File: src/rtl/perf_mon_pkg.sv
// Shared constants for the pipeline event monitor: default event bit positions
// and the trace-record width helper.
package perf_mon_pkg;

    localparam int unsigned EVT_STALLF = 0;
    localparam int unsigned EVT_STALLD = 1;
    localparam int unsigned EVT_FLUSHD = 2;
    localparam int unsigned EVT_FLUSHE = 3;
    localparam int unsigned EVT_BRANCH = 4;

    localparam int unsigned NUM_EVT_DEFAULT = 5;

    // A record is {timestamp, masked event vector}.
    function automatic int unsigned trace_rec_w(input int unsigned ts_w,
                                                input int unsigned num_evt);
        return ts_w + num_evt;
    endfunction

endpackage

File: src/rtl/trace_fifo.sv
// First-word-fall-through FIFO with extra-MSB pointers for full/empty detection
// and a registered occupancy level.
module trace_fifo #(
    parameter int unsigned WIDTH = 21,
    parameter int unsigned DEPTH = 8
) (
    input  logic                     clk_i,
    input  logic                     rst_ni,
    input  logic                     clr_i,
    input  logic                     push_i,
    input  logic [WIDTH-1:0]         data_i,
    input  logic                     pop_i,
    output logic                     valid_o,
    output logic [WIDTH-1:0]         data_o,
    output logic                     full_o,
    output logic [$clog2(DEPTH):0]   level_o
);

    localparam int unsigned AW = $clog2(DEPTH);

    logic [AW:0]      wptr_q, wptr_d;
    logic [AW:0]      rptr_q, rptr_d;
    logic [WIDTH-1:0] mem_q [DEPTH];
    logic             empty;
    logic             full;
    logic             do_push;
    logic             do_pop;

    assign empty = (wptr_q == rptr_q);
    assign full  = (wptr_q[AW] != rptr_q[AW]) && (wptr_q[AW-1:0] == rptr_q[AW-1:0]);

    // A pop in the same cycle frees the slot, so a push into a full FIFO is accepted.
    assign do_pop  = pop_i & ~empty & ~clr_i;
    assign do_push = push_i & (~full | do_pop) & ~clr_i;

    always_comb begin
        wptr_d = wptr_q;
        rptr_d = rptr_q;
        if (clr_i) begin
            wptr_d = '0;
            rptr_d = '0;
        end else begin
            if (do_push) begin
                wptr_d = wptr_q + (AW+1)'(1);
            end
            if (do_pop) begin
                rptr_d = rptr_q + (AW+1)'(1);
            end
        end
    end

    always_ff @(posedge clk_i or negedge rst_ni) begin
        if (!rst_ni) begin
            wptr_q <= '0;
            rptr_q <= '0;
        end else begin
            wptr_q <= wptr_d;
            rptr_q <= rptr_d;
        end
    end

    always_ff @(posedge clk_i) begin
        if (do_push) begin
            mem_q[wptr_q[AW-1:0]] <= data_i;
        end
    end

    assign valid_o = ~empty;
    assign data_o  = empty ? '0 : mem_q[rptr_q[AW-1:0]];
    assign full_o  = full;
    assign level_o = wptr_q - rptr_q;

endmodule

File: src/rtl/pipeline_event_monitor.sv
// Per-event and cycle counters for the pipelined core, plus a time-stamped
// trace FIFO of masked event vectors drained over valid/ready.
module pipeline_event_monitor
    import perf_mon_pkg::*;
#(
    parameter int unsigned NUM_EVT  = 5,
    parameter int unsigned CNT_W    = 32,
    parameter int unsigned SATURATE = 1,
    parameter int unsigned TS_W     = 16,
    parameter int unsigned DEPTH    = 8
) (
    input  logic                                 clk,
    input  logic                                 reset,
    input  logic                                 en,
    input  logic                                 clr,
    input  logic [NUM_EVT-1:0]                   evt_i,
    input  logic [NUM_EVT-1:0]                   evt_mask_i,
    input  logic [$clog2(NUM_EVT+1)-1:0]         sel_i,
    output logic [CNT_W-1:0]                     cnt_o,
    output logic                                 trace_valid_o,
    input  logic                                 trace_ready_i,
    output logic [trace_rec_w(TS_W, NUM_EVT)-1:0] trace_data_o,
    output logic [$clog2(DEPTH):0]               trace_level_o,
    output logic                                 overflow_o
);

    localparam int unsigned REC_W = trace_rec_w(TS_W, NUM_EVT);

    logic [NUM_EVT:0][CNT_W-1:0] cnt_all;
    logic [NUM_EVT:0]            inc_en;
    logic [NUM_EVT-1:0]          evt_masked;
    logic                        capture;
    logic                        pop;
    logic                        fifo_full;
    logic [REC_W-1:0]            rec;
    logic [CNT_W-1:0]            cnt_o_q, cnt_o_d;
    logic                        overflow_q, overflow_d;

    function automatic logic [CNT_W-1:0] cnt_inc(input logic [CNT_W-1:0] v);
        if ((SATURATE != 0) && (&v)) begin
            return v;
        end
        return v + CNT_W'(1);
    endfunction

    // Top bit is the cycle counter, which advances on every enabled cycle.
    assign inc_en = en ? {1'b1, evt_i} : '0;

    for (genvar i = 0; i < NUM_EVT + 1; i++) begin : g_cnt
        logic [CNT_W-1:0] cnt_q, cnt_d;

        always_comb begin
            cnt_d = cnt_q;
            if (clr) begin
                cnt_d = '0;
            end else if (inc_en[i]) begin
                cnt_d = cnt_inc(cnt_q);
            end
        end

        always_ff @(posedge clk or negedge reset) begin
            if (!reset) begin
                cnt_q <= '0;
            end else begin
                cnt_q <= cnt_d;
            end
        end

        assign cnt_all[i] = cnt_q;
    end

    always_comb begin
        cnt_o_d = '0;
        if (32'(sel_i) <= NUM_EVT) begin
            cnt_o_d = cnt_all[sel_i];
        end
    end

    assign evt_masked = evt_i & evt_mask_i;
    assign capture    = en & (|evt_masked) & ~clr;
    assign pop        = trace_valid_o & trace_ready_i;
    // Timestamp is the cycle count before this cycle's increment.
    assign rec        = {cnt_all[NUM_EVT][TS_W-1:0], evt_masked};

    always_comb begin
        overflow_d = overflow_q;
        if (clr) begin
            overflow_d = 1'b0;
        end else if (capture && fifo_full && !pop) begin
            overflow_d = 1'b1;
        end
    end

    always_ff @(posedge clk or negedge reset) begin
        if (!reset) begin
            cnt_o_q    <= '0;
            overflow_q <= 1'b0;
        end else begin
            cnt_o_q    <= cnt_o_d;
            overflow_q <= overflow_d;
        end
    end

    trace_fifo #(
        .WIDTH (REC_W),
        .DEPTH (DEPTH)
    ) u_trace_fifo (
        .clk_i   (clk),
        .rst_ni  (reset),
        .clr_i   (clr),
        .push_i  (capture),
        .data_i  (rec),
        .pop_i   (pop),
        .valid_o (trace_valid_o),
        .data_o  (trace_data_o),
        .full_o  (fifo_full),
        .level_o (trace_level_o)
    );

    assign cnt_o      = cnt_o_q;
    assign overflow_o = overflow_q;

endmodule

File: config.mk
export PLATFORM = sky130hd
export DESIGN_NAME = pipeline_event_monitor
export DESIGN_NICKNAME = d
export VERILOG_FILES = /design/src/rtl/perf_mon_pkg.sv /design/src/rtl/trace_fifo.sv /design/src/rtl/pipeline_event_monitor.sv
export SDC_FILE = /design/constraint.sdc
export NUM_CORES = 1
export LEC_CHECK = 0
export CAP_MARGIN = 20
export CORE_UTILIZATION = 50
export DETAILED_ROUTE_END_ITERATION = 10
export PLACE_DENSITY = 0.65
export SLEW_MARGIN = 20
export SYNTH_ARGS = -nofsm -noshare
export SYNTH_HDL_FRONTEND = slang
export SYNTH_SLANG_ARGS = --single-unit
File: constraint.sdc
create_clock -name clk -period 6.9 [get_ports clk]
set_clock_uncertainty 0.05 [all_clocks]
set_input_delay 1.035 -clock clk [delete_from_list [all_inputs] [get_ports clk]]
set_output_delay 1.035 -clock clk [all_outputs]
set_load 0.02 [all_outputs]
==> flow_metrics.env, run 1 <==
export IMPL_status="completed"
export IMPL_number_of_enable_type_register_cells_in_the_synthesized_netlist=168
export IMPL_critical_path_endpoint_type="output port"
export IMPL_netlist_area_leader_share=0.294
export IMPL_grt_pass1_vias=14034
export IMPL_top_level_ports=77
export IMPL_clkTransAtPathRegs_ps=60
export IMPL_power_leakage_uw=0.00794
export IMPL_grt_antenna_before_repair=0
export IMPL_synth_simple_area_share=0.172
export IMPL_synthMostInstantiatedCell="sky130_fd_sc_hd__dfrtp_1"
export IMPL_synth_fa_ha_area_frac=0.00794
export IMPL_synth_ff_type="sky130_fd_sc_hd__dfrtp_1"
export IMPL_grt_setup_unrepaired="no"
export IMPL_synthesis_nets=1749
export IMPL_cells_taking_the_most_area_after_synthesis="sky130_fd_sc_hd__dfrtp_1 (29%), sky130_fd_sc_hd__edfxtp_1 (25%), sky130_fd_sc_hd__mux4_2 (8.2%)"
export IMPL_numClockSinks=401
export IMPL_worst_endpoint_arrival_ps=4030
export IMPL_synth_compound_area_frac=0.103
export IMPL_drive_gt1_frac=0.113
export IMPL_regToRegSetupSlack_ps=2510
export IMPL_synthesis_instances=1719
export IMPL_grt_overflow=0
export IMPL_area_of_the_core_region_sq_mm=0.0389
export IMPL_slew_limit_headroom=0.295
export IMPL_finalWeightedCongestion=0.908
export IMPL_fp_dieH_um=201
export IMPL_multiInputGateArea_sq_mm=0.00845
export IMPL_clk_root_buffer_cell="sky130_fd_sc_hd__clkbuf_16"
export IMPL_max_rail_drop_vdd_mv=0.140
export IMPL_worst_r2r_path_depth=8
export IMPL_worst_setup_path_type="reg -> out"
export IMPL_num_nets_final=1795
export IMPL_final_setup_viol_count=0
export IMPL_antenna_left=0
export IMPL_yosys_warnings=0
export IMPL_final_setup_tns_ps=0
export IMPL_synthesized_area_divided_by_synthesized_cell_count_sq_um=11.6
export IMPL_dpl_hpwl_um=35400
export IMPL_fmax_mhz=195
export IMPL_postCtsSetupBuffers=0
export IMPL_grt_max_degree=153
export IMPL_worst_slew_pin_slew_ps=1050
export IMPL_cts_tree="done"
export IMPL_finalCriticalPeriod_ps=5120
export IMPL_netlist_cell_type_count=62
export IMPL_ys_ff_latch=401
export IMPL_asyncSetResetFlopFracSynth=0.581
export IMPL_min_delay_path_class="in -> async"
export IMPL_drc=0
export IMPL_r2r_start="u_trace_fifo.rptr_q[2]$_DFFE_PN0P_"
export IMPL_yosys_area_share_xor_xnor=0.0269
export IMPL_worstSkewPairLatency_ps=570
export IMPL_routedWlPerCell_um=22.1
export IMPL_max_capacitance_violation_total=0
export IMPL_routed_wire_length_um=51200
export IMPL_critical_path_required_ps=5810
export IMPL_placement_rows=72
export IMPL_total_cts_buffers=44
export IMPL_floorplan_die_width_um=201
export IMPL_track_usage=0.257
export IMPL_antenna_diode_count=0
export IMPL_cts_resized=0
export IMPL_hold_viol=0
export IMPL_synth_area_sq_mm=0.0199
export IMPL_post_cts_hold_buffer_count=0
export IMPL_netlist_top_cell_by_area="sky130_fd_sc_hd__dfrtp_1"
export IMPL_worst_setup_path_start_kind="register"
export IMPL_sequential_cell_area_sq_mm=0.0109
export IMPL_drt_pass1_iter_count=7
export IMPL_timing_final_max_slew_violations=0
export IMPL_share_of_the_yosys_chip_area_belonging_to_registers=0.548
export IMPL_power_uw=5440
export IMPL_grt_first_pass_wirelength_um=80900
export IMPL_route_detailed_vias_per_inst=6.31
export IMPL_start_util=0.510
export IMPL_num_vias=14612
export IMPL_period_share=0.742
export IMPL_area_delta_synth_final_pct=13.3
export IMPL_h_tree_levels=2
export IMPL_layout_filler_cells=3177
export IMPL_drtIter0Drc=1283
export IMPL_deepest_clock_path_buffer_count=3
export IMPL_critical_path_max_fanout=23
export IMPL_port_buffer_count=76
export IMPL_regToRegEndpoint="u_trace_fifo.mem_q[0][15]$_DFFE_PP_"
export IMPL_synth_area_mux_share=0.112
export IMPL_powerDensity_mw_per_mm2=242
export IMPL_synth_top_family_by_area="simple AND/OR/NAND/NOR gates"
export IMPL_synth_top_cells_by_count="sky130_fd_sc_hd__dfrtp_1 (233), sky130_fd_sc_hd__edfxtp_1 (168), sky130_fd_sc_hd__a21oi_1 (142)"
export IMPL_design_die_area_sq_mm=0.0405
-- worst max path at each step --
stage	from	endpoint	cells after the start	slack, ps
5_1_grt	u_trace_fifo.rptr_q[2]$_DFFE_PN0P_	trace_valid_o	5	1520
6_report	u_trace_fifo.rptr_q[2]$_DFFE_PN0P_	trace_valid_o	5	1780
3_5_place_dp	en	u_trace_fifo.mem_q[5][18]$_DFFE_PP_	5	2230
2_1_floorplan	u_trace_fifo.rptr_q[1]$_DFFE_PN0P_	u_trace_fifo.mem_q[4][0]$_DFFE_PP_	9	2680
4_1_cts	u_trace_fifo.rptr_q[2]$_DFFE_PN0P_	trace_valid_o	5	1730
3_3_place_gp	en	u_trace_fifo.mem_q[7][15]$_DFFE_PP_	5	2320
-- placed cells by master, fill, tap and decap left out, types with 72 or more instances in the layout --
cell type,n
sky130_fd_sc_hd__edfxtp_1,168
sky130_fd_sc_hd__clkdlybuf4s50_1,72
sky130_fd_sc_hd__nand2_1,122
sky130_fd_sc_hd__or3_1,86
sky130_fd_sc_hd__dfrtp_1,231
sky130_fd_sc_hd__a21oi_1,142
sky130_fd_sc_hd__mux4_2,72
sky130_fd_sc_hd__nor2_1,90
sky130_fd_sc_hd__nand3_1,77
sky130_fd_sc_hd__o21ai_0,86
-- registers in the layout, summed over array words and instances, names as in the netlist --
register             count
g_cnt.cnt_q            192
cnt_o                   32
u_trace_fifo.rptr_q      4
overflow_o               1
u_trace_fifo.mem_q     168
u_trace_fifo.wptr_q      4
-- per-layer routing --
layer	vias to the layer above	wire [um]	global-route usage
li1	6682	-	-
met2	499	24800	0.417
met5	-	0	0
met3	76	2610	0.0316
met4	0	1450	0.0966
met1	7355	22200	0.357
-- power breakdown --
part	switching [uW]	internal, uW
registers	33.9	2500
logic	330	257
clock network	966	1350
total	1330	4110
-- per-stage QoR --
stage / hold slack (ps) / worst slack, ps / instance area, sq um / std cells / utilization
global route: 454 / 1520 / 22500 / 2316 / 0.578
CTS: 426 / 1730 / 22500 / 2315 / 0.577
floorplan: 463 / 2680 / 19900 / 1719 / -
finish: 400 / 1780 / 22500 / 2316 / 0.578
global placement: 487 / 2320 / 21000 / 2236 / 0.540
detailed placement: 511 / 2230 / 21000 / 2236 / 0.541
-- worst max-delay path, cell delays in order (launching register included) --
cell	delay [ps]
sky130_fd_sc_hd__dfrtp_1	830
sky130_fd_sc_hd__inv_1	580
sky130_fd_sc_hd__ha_1	530
sky130_fd_sc_hd__and4_1	760
sky130_fd_sc_hd__inv_1	170
sky130_fd_sc_hd__clkdlybuf4s50_1	580
-- final cells by class --
class,count,area share
clock inverters,25,0.0113
inverters,58,0.00968
repair buffers,91,0.0396
clock buffers,54,0.0515
well taps,518,0.0288
flip-flops and latches,401,0.484
multi-input cells,1169,0.375
-- cells by family after synthesis --
kind of cell    Yosys count
simple gates            623
flops                   401
compound gates          346
fa+ha+maj                12
buf+inv                 149
mux                     127
xor+xnor                 61
Note: power is estimated with default switching activity, not from simulation.
==> run 2: changes to the inputs <==
--- a/config.mk
+++ b/config.mk
@@ -8,7 +8,7 @@
 export CAP_MARGIN = 20
 export CORE_UTILIZATION = 50
 export DETAILED_ROUTE_END_ITERATION = 10
-export PLACE_DENSITY = 0.65
+export PLACE_DENSITY = 0.68
 export SLEW_MARGIN = 20
 export SYNTH_ARGS = -nofsm -noshare
 export SYNTH_HDL_FRONTEND = slang
==> constraint.sdc (replaced) <==
create_clock -name clk -period 4.13 [get_ports clk]
set_clock_uncertainty 0.05 [all_clocks]
set_input_delay 0.6195 -clock clk [delete_from_list [all_inputs] [get_ports clk]]
set_output_delay 0.6195 -clock clk [all_outputs]
set_load 0.02 [all_outputs]
==> run 2 against run 1 <==
- the run now ends with negative hold slack left
- count of clock-buffer cells in the layout up 8
- largest cell class unchanged
- worst setup slack worse by 1500 ps
- critical endpoint unchanged
- core utilization rose by 0.38 points
- sequential cell count did not move
- design area rose by 0.65%
- routed wire length decreased by 1.5%
- die area stayed put
- combinational power is 68% higher
- register-to-register slack lost 1300 ps
==> flow_metrics.env, run 2 (synthesis results as in run 1) <==
export IMPL_final_setup_viol_count=0
export IMPL_cts_resized=0
export IMPL_largest_register_ff_count=192
export IMPL_max_rail_drop_vdd_mv=0.276
export IMPL_switching_power_uw=2230
export IMPL_min_delay_path_class="in -> async"
export IMPL_design_die_area_sq_mm=0.0405
export IMPL_grt_first_pass_wirelength_um=80000
export IMPL_failed_checks="negative hold slack"
export IMPL_period_share=0.921
export IMPL_critical_path_endpoint_type="output port"
export IMPL_sequentialPowerShare=0.469
export IMPL_grt_pass1_vias=14323
export IMPL_dp_cells=2258
export IMPL_deepest_clock_path_buffer_count=3
export IMPL_max_capacitance_violation_total=0
export IMPL_routed_wire_length_um=50400
export IMPL_worstSkewPairLatency_ps=570
export IMPL_worst_slew_pin_slew_ps=1040
export IMPL_path_buf_inv=2
export IMPL_worstPathCellList="ha_1 -> and4_1 -> inv_1 -> clkdlybuf4s50_1"
export IMPL_grt_overflow=0
export IMPL_finalWeightedCongestion=0.909
export IMPL_timing_final_max_slew_violations=0
export IMPL_fmax_mhz=263
export IMPL_placement_rows=72
export IMPL_drtIter0Drc=1217
export IMPL_track_usage=0.250
export IMPL_worst_endpoint_arrival_ps=3130
export IMPL_p_int_uw=6820
export IMPL_slew_limit_headroom=0.304
export IMPL_h_tree_levels=2
export IMPL_clkTransAtPathRegs_ps=60
export IMPL_postCtsSetupBuffers=0
export IMPL_critical_path_required_ps=3460
export IMPL_power_switching_share=0.247
export IMPL_floorplan_die_width_um=201
export IMPL_routedWlPerCell_um=21.5
export IMPL_dpl_hpwl_um=34700
export IMPL_antenna_diode_count=0
export IMPL_grt_antenna_before_repair=0
export IMPL_hold_viol=3
export IMPL_powerDensity_mw_per_mm2=400
export IMPL_port_buffer_count=76
export IMPL_num_vias=14652
export IMPL_worst_setup_path_start_kind="register"
export IMPL_fin_hold_ws_ps=-17.0
export IMPL_top_level_ports=77
export IMPL_clk_root_buffer_cell="sky130_fd_sc_hd__clkbuf_16"
export IMPL_comb_power_share=0.109
export IMPL_fp_dieH_um=201
export IMPL_grt_setup_unrepaired="no"
export IMPL_largest_incremental_delay_on_the_critical_path_ps=750
export IMPL_area_of_the_core_region_sq_mm=0.0389
export IMPL_power_leakage_uw=0.00805
export IMPL_final_setup_tns_ps=0
export IMPL_worst_setup_path_type="reg -> out"
export IMPL_layout_cells_most_common="sky130_fd_sc_hd__dfrtp_1"
export IMPL_start_util=0.510
export IMPL_most_frequent_cells_in_the_layout="sky130_fd_sc_hd__dfrtp_1 (231), sky130_fd_sc_hd__edfxtp_1 (168), sky130_fd_sc_hd__a21oi_1 (142)"
export IMPL_finalCriticalPeriod_ps=3800
export IMPL_power_uw=9050
export IMPL_critical_path_max_fanout=22
export IMPL_clockPowerShare=0.422
export IMPL_route_detailed_vias_per_inst=6.26
export IMPL_cts_tree="done"
export IMPL_critical_path_top_delay_family="buffers and inverters"
export IMPL_area_delta_synth_final_pct=14.0
export IMPL_num_nets_final=1816
export IMPL_drive_gt1_frac=0.124
export IMPL_drc=0
export IMPL_total_cts_buffers=43
export IMPL_critPathSlowestCell="sky130_fd_sc_hd__and4_1"
export IMPL_numClockSinks=401
export IMPL_grt_max_degree=114
export IMPL_antenna_left=0
export IMPL_layoutNonFillerInstCount=2339
export IMPL_largest_register="g_cnt.cnt_q"
export IMPL_status="finished, violations left"
export IMPL_drt_pass1_iter_count=5
export IMPL_post_cts_hold_buffer_count=0
-- run 2: changes by cell type in the layout (fill, tap and decap cells not counted), sizes merged --
cell      delta
clkbuf       +8
clkinv       -4
buf         +22
clkinvlp     -1
bufinv       -2
-- run 2: area by class of cell --
class	instances	area, sq um
Clock buffer	62	1210
Clock inverter	18	198
Fill cell	3189	16300
Inverter	58	218
Multi-Input combinational cell	1169	8420
Sequential cell	401	10900
Tap cell	518	648
Timing Repair Buffer	113	1070
-- run 2: per-stage QoR --
step / hold WS, ps / utilization / instance area (sq um) / worst slack [ps]
6_report: -17.0 / 0.582 / 22600 / 326
5_1_grt: 31.7 / 0.582 / 22600 / 139
4_1_cts: 21.1 / 0.581 / 22600 / 276
3_5_place_dp: 487 / 0.545 / 21200 / 627
3_3_place_gp: 484 / 0.545 / 21200 / 705
2_1_floorplan: 274 / - / 19900 / 53.4
-- run 2: worst register-to-register path: stages (launching register included) --
cell	delay [ps]
sky130_fd_sc_hd__dfrtp_2	730
sky130_fd_sc_hd__ha_1	370
sky130_fd_sc_hd__nand3_1	80
sky130_fd_sc_hd__nor3_1	80
sky130_fd_sc_hd__nand2b_1	250
sky130_fd_sc_hd__or3b_2	590
sky130_fd_sc_hd__nor2_2	150
sky130_fd_sc_hd__buf_4	300
-- run 2: power by group through the flow --
stage               Combinational [uW]  Clock (uW)  Sequential [uW]
CTS                                995        3880             4240
floorplan                          642           0             4280
global route                      1060        4020             4250
detailed placement                 991           0             4320
global placement                   982           0             4320
finish                             984        3820             4240
-- run 2: per-layer routing --
| layer | global-route usage | wire, um |
|---|---|---|
| met3 | 0.0283 | 2220 |
| met5 | 0 | 0 |
| met4 | 0.0844 | 1550 |
| met2 | 0.424 | 25000 |
| met1 | 0.336 | 21600 |
-- run 2: worst paths after layout --
check	from	to	slack [ps]	cells after the start
worst max-delay path	u_trace_fifo.rptr_q[0]$_DFFE_PN0P_	trace_valid_o	330	4
worst min-delay path	reset	cnt_o[25]$_DFF_PN0_	-20	1
worst max register to register	u_trace_fifo.rptr_q[0]$_DFFE_PN0P_	u_trace_fifo.mem_q[6][15]$_DFFE_PP_	1190	7
worst min register to register	overflow_o$_DFFE_PN0P_	overflow_o$_DFFE_PN0P_	500	2
max in group asynchronous	reset	g_cnt[5].cnt_q[15]$_DFFE_PN0P_	3110	2
min in group clk	overflow_o$_DFFE_PN0P_	overflow_o$_DFFE_PN0P_	500	2
